<file path="config.mk">
export PLATFORM = sky130hd
export DESIGN_NAME = count_mode_sequencer
export DESIGN_NICKNAME = d
export VERILOG_FILES = /design/src/rtl/count_mode_sequencer.sv
export SDC_FILE = /design/constraint.sdc
export NUM_CORES = 1
export LEC_CHECK = 0
export BUFFER_PORTS_ARGS = -buffer_cell sky130_fd_sc_hd__buf_4
export CAP_MARGIN = 10
export CORE_AREA = 2 2 51 73
export CTS_BUF_LIST = sky130_fd_sc_hd__clkbuf_4
export DETAILED_ROUTE_END_ITERATION = 6
export DIE_AREA = 0 0 53 75
export GPL_ROUTABILITY_DRIVEN = 0
export PLACE_DENSITY = 0.91
export SLEW_MARGIN = 20
export SYNTH_ARGS = -nofsm -noshare
export SYNTH_HDL_FRONTEND = slang
export SYNTH_SLANG_ARGS = --single-unit
</file>
<file path="constraint.sdc">
create_clock -name KEY0 -period 4.2 [get_ports KEY0]
set_clock_uncertainty 0.05 [all_clocks]
set_input_delay 0.21 -clock KEY0 [delete_from_list [all_inputs] [get_ports KEY0]]
set_output_delay 0.21 -clock KEY0 [all_outputs]
set_load 0.05 [all_outputs]
</file>
<file path="src/rtl/count_mode_sequencer.sv">
// rtl/count_mode_sequencer.sv - replays a programmed {mode,len} step list into the BCD counter datapath
module count_mode_sequencer #(
  parameter int SLOTS = 4,
  parameter int LEN_W = 3
) (
  input  logic                     KEY0,
  input  logic                     SW0,
  input  logic                     prog_wr,
  input  logic [LEN_W+1:0]         prog_data,
  input  logic                     run,
  input  logic                     loop,
  input  logic                     hold,
  output logic [1:0]               mode_out,
  output logic                     step_en,
  output logic [$clog2(SLOTS)-1:0] slot_idx,
  output logic                     busy,
  output logic                     done
);

  localparam int IW = $clog2(SLOTS);
  localparam int NW = $clog2(SLOTS) + 1;

  typedef enum logic [1:0] {S_IDLE, S_RUN, S_DONE} state_t;

  state_t            state_q, state_d;
  logic [LEN_W+1:0]  slots_q [SLOTS];
  logic [IW-1:0]     wr_ptr_q, wr_ptr_d;
  logic [NW-1:0]     n_loaded_q, n_loaded_d;
  logic [IW-1:0]     slot_idx_q, slot_idx_d;
  logic [LEN_W-1:0]  cnt_q, cnt_d;
  logic [1:0]        mode_q, mode_d;
  logic              step_en_q, step_en_d;
  logic              wr_en;

  logic              first_found, next_found;
  logic [IW-1:0]     first_idx, next_idx;

  // Zero-length slots are skipped by searching only for loaded, non-empty entries.
  always_comb begin
    first_found = 1'b0;
    first_idx   = '0;
    next_found  = 1'b0;
    next_idx    = '0;
    for (int i = 0; i < SLOTS; i++) begin
      if (NW'(i) < n_loaded_q && slots_q[i][LEN_W-1:0] != '0) begin
        if (!first_found) begin
          first_found = 1'b1;
          first_idx   = IW'(i);
        end
        if (!next_found && NW'(i) > NW'(slot_idx_q)) begin
          next_found = 1'b1;
          next_idx   = IW'(i);
        end
      end
    end
  end

  always_comb begin
    state_d    = state_q;
    wr_ptr_d   = wr_ptr_q;
    n_loaded_d = n_loaded_q;
    slot_idx_d = slot_idx_q;
    cnt_d      = cnt_q;
    mode_d     = 2'b00;
    step_en_d  = 1'b0;
    wr_en      = 1'b0;
    case (state_q)
      S_IDLE: begin
        if (prog_wr) begin
          wr_en      = 1'b1;
          wr_ptr_d   = wr_ptr_q + IW'(1);
          n_loaded_d = (n_loaded_q == NW'(SLOTS)) ? n_loaded_q : n_loaded_q + NW'(1);
        end else if (run) begin
          if (first_found) begin
            state_d    = S_RUN;
            slot_idx_d = first_idx;
            cnt_d      = slots_q[first_idx][LEN_W-1:0];
            mode_d     = slots_q[first_idx][LEN_W+1:LEN_W];
            step_en_d  = ~hold;
          end else begin
            state_d = S_DONE;
          end
        end
      end
      S_RUN: begin
        if (!run) begin
          state_d = S_IDLE;
        end else if (step_en_q && cnt_q == LEN_W'(1)) begin
          // Last step of this slot is going out now; line up the next slot with no gap.
          if (next_found) begin
            slot_idx_d = next_idx;
            cnt_d      = slots_q[next_idx][LEN_W-1:0];
            mode_d     = slots_q[next_idx][LEN_W+1:LEN_W];
            step_en_d  = ~hold;
          end else if (loop) begin
            slot_idx_d = first_idx;
            cnt_d      = slots_q[first_idx][LEN_W-1:0];
            mode_d     = slots_q[first_idx][LEN_W+1:LEN_W];
            step_en_d  = ~hold;
          end else begin
            state_d = S_DONE;
          end
        end else begin
          if (step_en_q) cnt_d = cnt_q - LEN_W'(1);
          mode_d    = mode_q;
          step_en_d = ~hold;
        end
      end
      S_DONE: begin
        if (!run) state_d = S_IDLE;
      end
      default: state_d = S_IDLE;
    endcase
  end

  always_ff @(negedge KEY0) begin
    if (!SW0) begin
      state_q    <= S_IDLE;
      wr_ptr_q   <= '0;
      n_loaded_q <= '0;
      slot_idx_q <= '0;
      cnt_q      <= '0;
      mode_q     <= 2'b00;
      step_en_q  <= 1'b0;
    end else begin
      state_q    <= state_d;
      wr_ptr_q   <= wr_ptr_d;
      n_loaded_q <= n_loaded_d;
      slot_idx_q <= slot_idx_d;
      cnt_q      <= cnt_d;
      mode_q     <= mode_d;
      step_en_q  <= step_en_d;
    end
  end

  always_ff @(negedge KEY0) begin
    if (SW0 && wr_en) slots_q[wr_ptr_q] <= prog_data;
  end

  assign mode_out = mode_q;
  assign step_en  = step_en_q;
  assign slot_idx = slot_idx_q;
  assign busy     = (state_q == S_RUN);
  assign done     = (state_q == S_DONE);

endmodule

</file>
==> Yosys cells after proc, flatten, opt, wreduce, memory -nomap -nowiden <==
Memory sizes are Yosys's and may differ from the RTL's.
Cells that the tools add are included.
{ "classes": {"add_sub_neg": 3, "n_lt_le_gt_ge": 7, "eq_ne": 16, "mux": 68, "bitwise_logic": 2, "n_reduce_logical": 21} }
{ "op_table": {"columns": ["op", "count"], "rows": [
  ["$mux W2", 30],
  ["$mux W1", 25],
  ["$mux W3", 8],
  ["$reduce_and A7 Y1", 2],
  ["$reduce_bool A3 Y1", 4],
  ["$ne A2 B2 Y1 const B", 5],
  ["$logic_and A1 B1 Y1", 8],
  ["$pmux W2 S2", 2],
  ["$lt A1 B3 Y1 const A", 2],
  ["$lt A2 B3 Y1 const A", 2],
  ["$ne A3 B2 Y1 const B", 2],
  ["$ne A3 B3 Y1 const B", 2],
  ["$pmux W2 S3", 1],
  ["$pmux W3 S2", 1],
  ["$reduce_and A6 Y1", 1],
  ["$gt A2 B2 Y1 const A", 2],
  ["$ne A4 B4 Y1 const B", 1],
  ["$add A3 B1 Y3 const B", 1],
  ["$eq A3 B1 Y1 const B", 1],
  ["$eq A3 B3 Y1 const B", 1],
  ["$ne A3 B1 Y1 const B", 1],
  ["$reduce_and A3 Y1", 1],
  ["$sub A3 B1 Y3 const B", 1],
  ["$add A2 B1 Y2 const B", 1],
  ["10 further kinds", 12]
]} }
{ "word_totals": {"ff_bits": 15, "ramBits": 20, "word_cells": 125, "memories": 1} }
{ "memory_table": {"columns": ["name", "depth", "width", "rd", "rd_ports_with_merged_regs", "write_ports", "line_no", "source"], "rows": [
  ["slots_q", 4, 5, 6, 0, 1, "26", "logic [LEN_W+1:0] slots_q [SLOTS];"]
]} }

==> Logic depth before layout (Yosys ltp) <==
Gate-level depths: netlist of the first run.
An unclocked memory read counts as a cell.
{ "logic_depth": {"depth_word": 17, "depth_mapped": 8, "ltp_nobuf": 8} }

==> results of run 1 <==
## where the power goes
| part | internal, mW | switching (mW) | total [mW] |
|---|---|---|---|
| Sequential | 0.384 | 0.0213 | 0.405 |
| Combinational | 0.0668 | 0.108 | 0.175 |
| Clock | 0.170 | 0.211 | 0.381 |
## state kept, by name, summed over array words and instances (netlist names)
| signal | cells |
|---|---|
| slots_q | 20 |
| mode_out | 2 |
| wr_ptr_q | 2 |
| step_en | 1 |
| cnt_q | 3 |
| slot_idx | 2 |
| state_q | 2 |
| n_loaded_q | 3 |
## metrics by stage
stage          total power, mW  hold WS (ns)
2_1_floorplan            0.583         0.407
3_3_place_gp             0.629         0.432
3_5_place_dp             0.633         0.446
4_1_cts                  0.975         0.457
5_1_grt                   1.04         0.457
6_report                 0.962         0.455
## final cells by class
cell class,count,area [um2],area share (%)
repair buffers,18,135,5.43
well taps,40,50.0,2.01
inverters,10,37.5,1.51
flip-flops and latches,35,901,36.2
clock buffers,5,37.5,1.51
multi-input cells,163,1150,46.1
clock inverters,38,179,7.19
## final timing paths
path	from	end	slack [ns]
worst min register to register	cnt_q[1]	cnt_q[1]	0.46
worst max-delay path	state_q[1]	busy	0.25
worst min-delay path	cnt_q[1]	cnt_q[1]	0.46
worst max register to register	n_loaded_q[2]	cnt_q[1]	1.78
## critical path, cell delays in order, from the launching register on
cell     delay (ns)
dfxtp_1        0.34
inv_1          0.15
nand2_1        0.11
inv_1          0.30
buf_4          0.27
## routing by layer
metal / vias up / wire (um)
li1: 937 / -
met1: 937 / 2000
met2: 79 / 2820
met3: 29 / 269
met4: 0 / 236
met5: - / 0
## cells in the mapped netlist, types with 4 or more instances
cell type  count
o21ai_0       12
ha_1           8
clkbuf_1       4
inv_1         11
a31oi_1        5
nor3b_1        4
nor2_1        14
a21oi_1       14
nand2_1       19
and3_1         6
nand3_1       11
nor3_1         4
dfxtp_1       15
edfxtp_1      20
o211ai_1       5
## cell families (layout without fill, tap and decap cells)
| group | count (synthesis) | after routing | share of synthesized area, % |
|---|---|---|---|
| fa+ha+maj | 8 | 8 | 4.72 |
| flops | 35 | 35 | 42.5 |
| compound gates | 70 | 70 | 25.1 |
| xor+xnor | 2 | 2 | 0.826 |
| buf+inv | 17 | 71 | 3.42 |
| simple gates | 79 | 79 | 19.9 |
| mux | 4 | 4 | 3.48 |
## layout by cell type (no fill, tap or decap), types with 3 or more instances in the layout
| cell | count |
|---|---|
| nand3_1 | 11 |
| clkbuf_4 | 5 |
| o211ai_1 | 5 |
| and3_1 | 6 |
| ha_1 | 8 |
| buf_4 | 18 |
| nor2_1 | 14 |
| a31oi_1 | 5 |
| o21ai_0 | 12 |
| edfxtp_1 | 20 |
| nor3_1 | 4 |
| nand2_1 | 19 |
| a21oi_1 | 14 |
| or3_1 | 3 |
| dfxtp_1 | 15 |
| nor3_2 | 3 |
| o32ai_1 | 3 |
| inv_1 | 45 |
| nor3b_1 | 4 |
| o31ai_1 | 3 |
| a211o_1 | 3 |
==> results.ini, run 1 <==
[global_routing]
grtUsageMet3_pct=8.93
grt_pass1_vias=1923
use_met1_pct=31.2
grt.busiest_layer=met2
overflow=0
grt_pass1_wl_um=8560
met2_usage_pct=51.4
antenna_found_initial=0
track_usage_pct=30.1
grt_max_degree=17

[clocking]
cts-resized-gates=0
cts_max_path_buffers=2
h-tree-depth=2
cts_buffers=5
hold_buffers=0
clk_pin_slew_ns=0.04
clock_latency_ns=0.42
cts_sinks=35
cts_tree=built
root_buffer=clkbuf_4
post_cts_buffers=0

[cells_and_area]
area_delta_synth_final_pct=17.3
stdcell_count=309
drive_gt1_share_pct=16.4
n_fill_cell=246
fin_util_pct=75.7
num_antenna_cells=0
fin_area_mm2=0.00249
layout.nets=287

[routing]
drt-pass1-iter-count=4
viasPerCell=6.41
drc=0
post_drt_wl_per_cell_um=17.2
num_vias=1982
drtIter0Drc=93
routed_wl_um=5330
ant_nets=0

[timing]
worst_slew_pin_slew_ns=0.692
setup_viol=0
rsz0062_at_grt=false
finalWorstSetupSlack_ns=0.253
relSlewSlack_pct=53.4
finalHoldViolations=0
setup-tns-final_ns=0
drv_slew=0

[logic_synthesis]
synth.distinct_cells=58
seq_area_frac_synth_pct=42.5
yosys_most_used_dff=edfxtp_1
syn-num-nets=234
synthTopCellsByArea=edfxtp_1 28%, dfxtp_1 14%, ha_1 4.7%
yosysTopAreaCellShare_pct=28.3
syn_avg_cell_area_um2=9.86
synth_edf_count=20
yosys_warnings=0
async_flop_share_pct=0
syn_inst=215
yosysTopAreaCell=edfxtp_1
synth-seq-cells=35
synth_area_mm2=0.00212

[critical_path]
crit_fanout=12
worst_ep_arrival_time_ns=3.69
crit_type=reg -> out
worst_ep_required_time_ns=3.94
ff2ff_path_depth=6
endpoint_kind=output pin
start_kind=flip-flop

[flow_run]
cap_violations=0

[floorplanning]
initial_utilization_pct=64.6
rows=25
pin_count=18
die_x_um=53
die_h_um=75
die_area_mm2=0.00398
coreArea_mm2=0.00328

[place]
dp_cells=267
dp_slack_ns=0.681
postPlaceCellArea_mm2=0.00227
place.detailed.hpwl_um=3810
io_buffers=17

[power_and_ir_drop]
p_leak_nw=1.04
powerDensity_mw_per_mm2=387
vdd_drop_max_mv=0.310

[min_path]
whs_path_depth=2
hp-class=reg -> reg

[status]
status=finished clean

(Power assumes the default switching activity.)
==> run 2, diff against run 1 <==
--- a/config.mk
+++ b/config.mk
@@ -13,6 +13,7 @@
 export DIE_AREA = 0 0 53 75
 export GPL_ROUTABILITY_DRIVEN = 0
 export PLACE_DENSITY = 0.91
+export REMOVE_ABC_BUFFERS = 1
 export SLEW_MARGIN = 20
 export SYNTH_ARGS = -nofsm -noshare
 export SYNTH_HDL_FRONTEND = slang
==> results.ini, run 2 (synthesis gave the netlist of run 1 again) <==
[critical_path]
crit_fanout=12  ; unchanged
ff2ff_path_depth=6  ; unchanged
r2r-start=n_loaded_q[2]
endpoint_kind=output pin
worstSetupStartpoint=state_q[1]
start_kind=flip-flop
worst_ep_required_time_ns=3.94  ; about the same
crit_type=reg -> out
worst_ep_arrival_time_ns=3.62  ; -0.07 ns

[routing]
num_vias=2000  ; +0.91%
routed_wl_um=5700  ; +6.9%
ant_nets=0  ; unchanged
viasPerCell=6.47  ; +0.91%
drtIter0Drc=113  ; +22%
drc=0  ; unchanged
drt-pass1-iter-count=4  ; unchanged
post_drt_wl_per_cell_um=18.4  ; +6.9%

[global_routing]
overflow=0  ; unchanged
grt_pass1_vias=2089  ; +8.6%
antenna_found_initial=0  ; unchanged
track_usage_pct=33.4  ; +3.2 points
grt_pass1_wl_um=9430  ; +10%
grt_max_degree=17  ; unchanged

[clocking]
cts_tree=built
post_cts_buffers=0  ; unchanged
hold_buffers=0  ; unchanged
clock_latency_ns=0.43  ; about the same
root_buffer=clkbuf_4
cts_sinks=35  ; unchanged
cts_max_path_buffers=2  ; unchanged
cts_buffers=5  ; unchanged
cts-resized-gates=0  ; unchanged
h-tree-depth=2  ; unchanged
clk_pin_slew_ns=0.04  ; about the same

[timing]
worst_slew_pin_slew_ns=0.689  ; -0.00255 ns
hold_slack_ns=0.431  ; -0.0240 ns
setup-tns-final_ns=0  ; unchanged
rsz0062_at_grt=false
relSlewSlack_pct=53.6  ; +0.17 points
drv_slew=0  ; unchanged
finalHoldViolations=0  ; unchanged
setup_viol=0  ; unchanged

[cells_and_area]
fin_area_mm2=0.00246  ; -1.0%
layout_common_cells=45 x inv_1, 20 x edfxtp_1, 19 x nand2_1
final_common_cell=inv_1
layout.nets=287  ; unchanged
stdcell_count=309  ; unchanged
largest_register_ff_count=20  ; unchanged
top_regs=slots_q (20), cnt_q (3), n_loaded_q (3)
area_delta_synth_final_pct=16.1
largest-register=slots_q
num_antenna_cells=0  ; unchanged
drive_gt1_share_pct=16.4  ; unchanged

[power_and_ir_drop]
p_leak_nw=1.03  ; -1.1%
vdd_drop_max_mv=0.348  ; +12%
powerDensity_mw_per_mm2=377  ; -2.5%

[floorplanning]
pin_count=18  ; unchanged
initial_utilization_pct=64.6  ; unchanged
rows=25  ; unchanged
die_x_um=53  ; unchanged
die_h_um=75  ; unchanged
die_area_mm2=0.00398  ; unchanged
coreArea_mm2=0.00328  ; unchanged

[place]
dp_cells=267  ; unchanged
io_buffers=17  ; unchanged
postPlaceCellArea_mm2=0.00227  ; unchanged
place.detailed.hpwl_um=4040  ; +6.1%

[flow_run]
cap_violations=0  ; unchanged

[status]
status=finished clean

[min_path]
min-delay-start=cnt_q[1]
whs_path_depth=2  ; unchanged
hp-class=reg -> reg

-- run 2: cell count changes in the layout (fill, tap and decap cells not counted), sizes merged --
cell,before,now
inv,45,47
clkinv,2,0
clkinvlp,0,1
bufinv,1,0
-- run 2: cell type report --
type	count	area, um2
Clock inverter	38	154
Timing Repair Buffer	18	135
Sequential cell	35	901
Multi-Input combinational cell	163	1150
Fill cell	237	822
Clock buffer	5	37.5
Tap cell	40	50.0
Inverter	10	37.5
-- run 2: final timing paths --
| check | end | slack [ns] |
|---|---|---|
| worst max-delay path | busy | 0.32 |
| worst min-delay path | cnt_q[1] | 0.43 |
| worst max register to register | cnt_q[1] | 1.79 |
| worst min register to register | cnt_q[1] | 0.43 |
-- run 2: critical path, stage by stage (launching register included) --
cell and delay (ns):
dfxtp_1 0.34, inv_1 0.12, nand2_1 0.10, inv_1 0.28, buf_4 0.27
-- run 2: metal layers --
| metal | track usage, % | wire [um] |
|---|---|---|
| met5 | 0 | 0 |
| met4 | 25.4 | 283 |
| met3 | 10.3 | 407 |
| met2 | 58.3 | 3050 |
| met1 | 31.9 | 1960 |
-- run 2: metrics by stage --
step,power [mW],setup WS [ns],util (%)
finish,0.928,0.318,75.0
detailed placement,0.637,0.477,69.3
CTS,0.936,0.323,75.0
floorplan,0.580,0.544,-
global placement,0.631,0.573,69.3
global route,0.988,0.250,75.0
-- run 2: power breakdown --
part	total, mW	internal [mW]	leakage (nW)	switching (mW)
Combinational	0.179	0.0673	0.502	0.112
Clock	0.343	0.111	0.220	0.232
Sequential	0.406	0.383	0.304	0.0226
Total	0.928	0.562	1.03	0.366
==> run 3, diff against run 2 <==
--- a/config.mk
+++ b/config.mk
@@ -8,11 +8,12 @@
 export BUFFER_PORTS_ARGS = -buffer_cell sky130_fd_sc_hd__buf_4
 export CAP_MARGIN = 10
 export CORE_AREA = 2 2 51 73
-export CTS_BUF_LIST = sky130_fd_sc_hd__clkbuf_4
+export CTS_BUF_LIST = sky130_fd_sc_hd__clkbuf_8
 export DETAILED_ROUTE_END_ITERATION = 6
 export DIE_AREA = 0 0 53 75
 export GPL_ROUTABILITY_DRIVEN = 0
 export PLACE_DENSITY = 0.91
+export RECOVER_POWER = 25
 export REMOVE_ABC_BUFFERS = 1
 export SLEW_MARGIN = 20
 export SYNTH_ARGS = -nofsm -noshare
==> results.ini, run 3 (synthesis gave the netlist of run 1 again) <==
[status]
status=finished clean

[clocking]
clk_pin_slew_ns=0.03  ; about the same
root_buffer=clkbuf_8
cts_tree=built
cts-resized-gates=0  ; unchanged
h-tree-depth=2  ; unchanged
clock_latency_ns=0.38  ; -0.05 ns
cts_sinks=35  ; unchanged
cts_buffers=5  ; unchanged
hold_buffers=0  ; unchanged
cts_max_path_buffers=2  ; unchanged
post_cts_buffers=0  ; unchanged

[floorplanning]
die_x_um=53  ; unchanged
initial_utilization_pct=64.6  ; unchanged
die_h_um=75  ; unchanged
coreArea_mm2=0.00328  ; unchanged
rows=25  ; unchanged
die_area_mm2=0.00398  ; unchanged
pin_count=18  ; unchanged

[critical_path]
endpoint_kind=output pin
worst_path_max_delay_cell=dfxtp_1
r2r-start=n_loaded_q[2]
crit_top_cell=inv_1
worst_ep_required_time_ns=3.94  ; about the same
path_delay_family=buffers and inverters
rrSetupSlack_ns=1.73  ; -0.06 ns
start_kind=flip-flop
ff2ff_path_depth=6  ; unchanged
worst-path-buf-inv=3  ; unchanged
crit_type=reg -> out
crit_fanout=12  ; unchanged
cpPeakStageDelay_ns=0.34  ; about the same
worstPathCellList=inv_1, nand2_1, inv_1, buf_4
r2r_end=cnt_q[1]
worst_ep_arrival_time_ns=3.57  ; -0.05 ns

[routing]
drtIter0Drc=134  ; +19%
num_vias=2053  ; +2.7%
drt-pass1-iter-count=5  ; +1
ant_nets=0  ; unchanged
viasPerCell=6.64  ; +2.6%
routed_wl_um=5990  ; +5.1%
post_drt_wl_per_cell_um=19.4  ; +5.1%
drc=0  ; unchanged

[min_path]
min-delay-start=cnt_q[1]
hp-class=reg -> reg
worst_hold_path.endpoint=cnt_q[1]
whs_path_depth=2  ; unchanged

[power_and_ir_drop]
powerDensity_mw_per_mm2=402  ; +6.6%
power_mw=0.995  ; +7.2%
p_leak_nw=1.02  ; -0.50%
vdd_drop_max_mv=0.311  ; -11%

[cells_and_area]
num_antenna_cells=0  ; unchanged
final_common_cell=inv_1
layout_common_cells=45 x inv_1, 20 x edfxtp_1, 19 x nand2_1
fin_area_mm2=0.00247  ; +0.51%
drive_gt1_share_pct=14.5  ; -1.9 points
n_fill_cell=240  ; +1.3%
largest_register_ff_count=20  ; unchanged
area_delta_synth_final_pct=16.7
layout.nets=287  ; unchanged
top_regs=slots_q (20), cnt_q (3), n_loaded_q (3)
largest-register=slots_q
fin_util_pct=75.4  ; +0.38 points

[global_routing]
overflow=0  ; unchanged
antenna_found_initial=0  ; unchanged
grt_pass1_vias=2119  ; +1.4%
track_usage_pct=34.8  ; +1.5 points
grt_pass1_wl_um=9790  ; +3.9%
grt_max_degree=17  ; unchanged

[timing]
finalHoldViolations=0  ; unchanged
setup_viol=0  ; unchanged
drv_slew=0  ; unchanged
relSlewSlack_pct=48.6  ; -4.9 points
setup-tns-final_ns=0  ; unchanged
rsz0062_at_grt=false
worst_slew_pin_slew_ns=0.766  ; +0.0762 ns

[place]
postPlaceCellArea_mm2=0.00227  ; unchanged
place.detailed.hpwl_um=4040  ; unchanged
io_buffers=17  ; unchanged

[flow_run]
cap_violations=0  ; unchanged

## run 3: worst reg2reg max path, cell delays in order (launching register included)
cell	delay [ns]
dfxtp_1	0.53
o31ai_4	0.19
o21ai_1	0.53
nand3_1	0.37
a2111o_1	0.40
a21oi_1	0.17
o32ai_1	0.11
## run 3: worst max-delay path by stage
stage | end | startpoint | cells past startpoint
finish | busy | state_q[1] | 4
CTS | busy | state_q[1] | 4
global route | busy | state_q[1] | 4
detailed placement | slots_q[1][2] | prog_wr | 3
floorplan | slots_q[0][0] | prog_wr | 2
global placement | slots_q[0][0] | prog_wr | 3
## run 3: through the flow
step	instances	worst slack, ns	hold WS [ns]
final	309	0.369	0.432
after CTS	309	0.378	0.430
after global placement	267	0.573	0.426
after global routing	309	0.305	0.484
after detailed placement	267	0.477	0.429
after floorplan	209	0.544	0.405
## run 3: routing by layer
layer | up-vias | track usage (%) | wire [um]
met5 | - | 0 | 0
met4 | 0 | 23.6 | 307
met3 | 41 | 11.1 | 448
met2 | 140 | 60.8 | 3170
met1 | 931 | 34.4 | 2060
li1 | 941 | - | -
## run 3: final cells by class
cell class	instances	area (um2)	share of cell area [%]
well taps	40	50.0	2.02
multi-input cells	163	1150	46.4
inverters	10	37.5	1.52
clock buffers	5	68.8	2.78
repair buffers	18	116	4.70
flip-flops and latches	35	901	36.4
clock inverters	38	154	6.22
## run 3: report_power, final
group	total, mW	leakage (nW)	switching [mW]	internal, mW
registers	0.408	0.304	0.0235	0.384
clock network	0.408	0.233	0.244	0.164
logic	0.179	0.484	0.114	0.0653
total	0.995	1.02	0.381	0.613
